--- src/rtl/tm_gate_counter.sv ---
// Gated edge counter for the Tm window generator. It requests a window, counts sig_in rises while Tm is high,
// and holds the result under a valid/ack handshake. Define TM_GATE_SAT_EN to make the count saturate with an ovf flag.
module tm_gate_counter #(
  parameter int unsigned W = 16
) (
  input  logic         clk,
  input  logic         rst_n,
  input  logic         run,
  input  logic         Tm,
  input  logic         sig_in,
  output logic         st,
  output logic [W-1:0] dout,
  output logic         dout_vld,
  input  logic         dout_ack,
  output logic         busy,
  output logic         ovf
);
  typedef enum logic [1:0] {IDLE, ARM, GATE, DONE} state_e;

  state_e       state_q, state_d;
  logic         s1_q, s2_q, s3_q, tm_d_q;
  logic [W-1:0] cnt_q, cnt_d, dout_q, dout_d;
  logic         st_q, st_d, vld_q, vld_d, busy_q, busy_d;
  logic         edge_c, cnt_en_c, start_c, latch_c, sat_c;

  assign edge_c   = s2_q & ~s3_q;
  assign cnt_en_c = ((state_q == ARM) || (state_q == GATE)) && Tm && edge_c;
  // Tm must be low before a new request so a window left over from reset is never joined mid-flight.
  assign start_c  = (state_q == IDLE) && run && !Tm;
  assign latch_c  = (state_q == GATE) && !Tm && tm_d_q;

`ifdef TM_GATE_SAT_EN
  logic ovf_int_q, ovf_q;

  assign sat_c = (cnt_q == '1);

  always_ff @(posedge clk or negedge rst_n) begin
    if (!rst_n) begin
      ovf_int_q <= 1'b0;
      ovf_q     <= 1'b0;
    end else begin
      if (start_c) begin
        ovf_int_q <= 1'b0;
      end else if (cnt_en_c && sat_c) begin
        ovf_int_q <= 1'b1;
      end
      if (latch_c) begin
        ovf_q <= ovf_int_q;
      end
    end
  end

  assign ovf = ovf_q;
`else
  assign sat_c = 1'b0;
  assign ovf   = 1'b0;
`endif

  // Next-state and registered-output logic.
  always_comb begin
    state_d = state_q;
    cnt_d   = cnt_q;
    dout_d  = dout_q;
    vld_d   = vld_q;
    st_d    = 1'b0;
    if (cnt_en_c && !sat_c) begin
      cnt_d = cnt_q + W'(1);
    end
    case (state_q)
      IDLE: begin
        if (start_c) begin
          st_d    = 1'b1;
          cnt_d   = '0;
          state_d = ARM;
        end
      end
      ARM: begin
        if (Tm) begin
          state_d = GATE;
        end
      end
      GATE: begin
        if (latch_c) begin
          dout_d  = cnt_q;
          vld_d   = 1'b1;
          state_d = DONE;
        end
      end
      DONE: begin
        if (dout_ack) begin
          vld_d   = 1'b0;
          state_d = IDLE;
        end
      end
      default: state_d = IDLE;
    endcase
    busy_d = (state_d == ARM) || (state_d == GATE);
  end

  always_ff @(posedge clk or negedge rst_n) begin
    if (!rst_n) begin
      state_q <= IDLE;
      s1_q    <= 1'b0;
      s2_q    <= 1'b0;
      s3_q    <= 1'b0;
      tm_d_q  <= 1'b0;
      cnt_q   <= '0;
      dout_q  <= '0;
      st_q    <= 1'b0;
      vld_q   <= 1'b0;
      busy_q  <= 1'b0;
    end else begin
      state_q <= state_d;
      s1_q    <= sig_in;
      s2_q    <= s1_q;
      s3_q    <= s2_q;
      tm_d_q  <= Tm;
      cnt_q   <= cnt_d;
      dout_q  <= dout_d;
      st_q    <= st_d;
      vld_q   <= vld_d;
      busy_q  <= busy_d;
    end
  end

  assign st       = st_q;
  assign dout     = dout_q;
  assign dout_vld = vld_q;
  assign busy     = busy_q;
endmodule

--- config.mk ---
export PLATFORM = sky130hd
export DESIGN_NAME = tm_gate_counter
export DESIGN_NICKNAME = d
export VERILOG_FILES = /design/src/rtl/tm_gate_counter.sv
export SDC_FILE = /design/constraint.sdc
export NUM_CORES = 1
export LEC_CHECK = 0
export ABC_AREA = 1
export BUFFER_PORTS_ARGS = -buffer_cell sky130_fd_sc_hd__buf_2
export CAP_MARGIN = 20
export CORE_MARGIN = 2
export CORE_UTILIZATION = 49
export CTS_CLUSTER_DIAMETER = 200
export DETAILED_ROUTE_END_ITERATION = 8
export HOLD_SLACK_MARGIN = 0.08
export PLACE_DENSITY_LB_ADDON = 0.25
export SETUP_SLACK_MARGIN = 0.05
export SLEW_MARGIN = 30
export SYNTH_ARGS = -nofsm -noshare
export SYNTH_HDL_FRONTEND = slang
export SYNTH_SLANG_ARGS = --single-unit
--- constraint.sdc ---
create_clock -name clk -period 1.5 [get_ports clk]
set_input_delay 0.225 -clock clk [delete_from_list [all_inputs] [get_ports clk]]
set_output_delay 0.225 -clock clk [all_outputs]
set_load 0.02 [all_outputs]
==> metrics.yaml <==
hold_class: "input port to flop"
die_h_um: 67.2
cts_tree: "done"
setup-violations-final: 0
seqPwrFrac: 0.391
final_nets: 276
irDropWorstVdd_mv: 1.18
wl_mm: 3.80
yosysSeqAreaShare: 0.524
synth_compound_area_frac: 0.0958
crit_required_ns: 1.69
layout.area.seq_um2: 1030
core_area_um2: 3740
first_pass_iters: 4
slew_viol_final: 0
p_leak_nw: 1.24
cts_buffers: 5
clk_pin_slew_ns: 0.07
die_area_um2: 4520
timing.rr.start: "state_q[1]$_DFF_PN0_"
dp.cells: 301
crit_path_end_kind: "flop"
finalWeightedCongestion: 0.799
route.detailed.drc: 0
fmax_mhz: 684
n_antenna_cell: 0
initial_core_util: 0.523
synth_commonest_cells: "nand2_1, dfrtp_1, inv_1, o21ai_0, nor2_1"
synth-xor-area-share: 0
synth_cell_types: 26
syn_area_um2: 1960
rr_endpoint: "cnt_q[14]$_DFF_PN0_"
ys_top_cells_by_area: "dfrtp_1, nand2_1, inv_1"
switchingPower_mw: 1.45
path_class: "flop to flop"
ff2ff_setup_slack_ns: 0.04
yosysMostFrequentCell: "nand2_1"
routed_via_density: 4.85
stdcell_count: 312
startpoint: "state_q[1]$_DFF_PN0_"
synth_seq_cells: 41
run_status: "finished, final reports clean"
yosys_warnings: 0
place_ws_ns: -0.00456
synth-edff-count: 0
worstPathMaxFanout: 4
gr-total-overflow: 0
comb_power_share: 0.383
synth_area_per_cell_um2: 8.83
cts_root_buf: "clkbuf_8"
grt_max_degree: 42
dp_hpwl_mm: 2.69
hold_viol_final: 0
synth-simple-area-share: 0.239
syn-num-nets: 235
syn_to_final_growth_pct: 24.9
fill_cells: 332
multi_input_area_um2: 866
arrival_ns: 1.65
endpoint: "cnt_q[14]$_DFF_PN0_"
p_per_area_nw_per_um2: 1630
grt.total_usage: 0.203
async_flop_share: 1.00
cts_buffer_depth: 2
die_x_um: 67.2
ys.flop_type: "dfrtp_1"
reg2regPathDepth: 9
synth_top_family_by_area: "simple AND/OR/NAND/NOR gates"
ioPinCount: 26
min_period_over_period: 0.975
std_cell_rows: 22
clock_skew_ns: 0.00602
holdWs_ns: 0.112
insertion_delay_ns: 0.29
finalCriticalPeriod_ns: 1.46
power.internal_mw: 2.53
yosys-mux-area-fraction: 0.0211
layout_setup_ws_ns: 0.0373
avgRoutedWirePerCell_um: 12.2
swShare: 0.364
clockPowerShare: 0.226
syn_inst: 222
grt_pass1_wl_mm: 6.86
grt_pass1_vias: 1498
cp-start-kind: "flop"
rsz0062_at_grt: "yes"
ant_nets: 0
drive_gt1_frac: 0.288
synth_top_area_frac: 0.524
first_iter_violations: 83
max_cap_violations: 0
synth_fa_ha_area_frac: 0.0447
synth_area_leader_cell: "dfrtp_1"
antenna_found_initial: 0
clkSinkCount: 41
via_count: 1514
io_buffers: 24
fin_setup_tns_ns: 0
htreeDepth: 2
how the worst min path moves through the flow:
stage	start	endpoint	depth (start not counted)
after floorplan	rst_n	busy$_DFF_PN0_	0
after global placement	rst_n	dout_vld$_DFFE_PN0P_	2
after detailed placement	rst_n	dout[0]$_DFFE_PN0P_	2
after CTS	Tm	tm_d_q$_DFF_PN0_	1
after global routing	Tm	tm_d_q$_DFF_PN0_	1
final	Tm	tm_d_q$_DFF_PN0_	1
registers in the layout, indices dropped and copies added, names as in the netlist:
register  count
busy          1
s2_q          1
tm_d_q        1
state_q       2
s3_q          1
s1_q          1
dout         16
dout_vld      1
st            1
cnt_q        16
power by group through the flow:
stage	Clock (mW)	Combinational (mW)	Sequential (mW)
CTS	0.927	1.50	1.56
detailed placement	0	1.42	1.58
global route	0.977	1.73	1.60
global placement	0	1.38	1.56
floorplan	0	0.656	1.81
finish	0.899	1.52	1.56
area by class of cell:
class / count / area share
flip-flops and latches: 41 / 0.419
multi-input cells: 145 / 0.354
clock buffers: 7 / 0.0353
repair buffers: 39 / 0.107
well taps: 48 / 0.0245
clock inverters: 1 / 0.0123
inverters: 31 / 0.0475
cells in the final DEF, fill, tap and decap left out, types with 2 or more instances in the layout:
| master | n |
|---|---|
| nand2_1 | 50 |
| inv_1 | 23 |
| dlygate4sd3_1 | 2 |
| nor3_1 | 2 |
| clkbuf_8 | 6 |
| ha_1 | 6 |
| nor2_4 | 5 |
| nor2_2 | 3 |
| a21oi_1 | 10 |
| nand3_1 | 7 |
| dfrtp_1 | 41 |
| buf_4 | 11 |
| inv_2 | 7 |
| nand3_4 | 3 |
| mux2_4 | 2 |
| nand3_2 | 6 |
| o21ai_1 | 8 |
| o21ai_0 | 17 |
| nor2_1 | 17 |
| buf_12 | 2 |
| buf_2 | 24 |
per-stage QoR:
step	total power [mW]	instance area [um^2]	util
2_1_floorplan	2.46	1970	-
3_3_place_gp	2.94	2230	0.597
3_5_place_dp	3.00	2230	0.597
4_1_cts	3.99	2410	0.645
5_1_grt	4.31	2450	0.654
6_report	3.98	2450	0.654
cell families after synthesis:
logic type / Yosys count
compound gates: 37
fa+ha+maj: 7
buf+inv: 36
flops: 41
mux: 3
other cells: 1
simple gates: 97
critical path, stage by stage (launching register included):
cell and delay, ns:
dfrtp_1 0.38, inv_2 0.06, ha_4 0.27, nand2_4 0.07, nor2_8 0.14, nand3_4 0.10, nor2_4 0.17, nand3_2 0.07
nand2_1 0.06, nor2_1 0.04
what timing repair did:
action	CTS	global route
buffers inserted	1	0
hold buffers	2	0
cloned	0	0
endpoints found under the hold margin	42	0
pin swaps	4	2
gates resized for setup	6	9
setup endpoints to repair	8	20
per-layer routing:
layer | global-route usage | vias up | routed length, um
met2 | 0.325 | 28 | 1800
met1 | 0.267 | 700 | 1810
met4 | 0.0689 | 0 | 42
met3 | 0.0567 | 4 | 140
met5 | 0 | - | 0
li1 | - | 782 | -
Note: power is estimated with default switching activity, not from simulation.
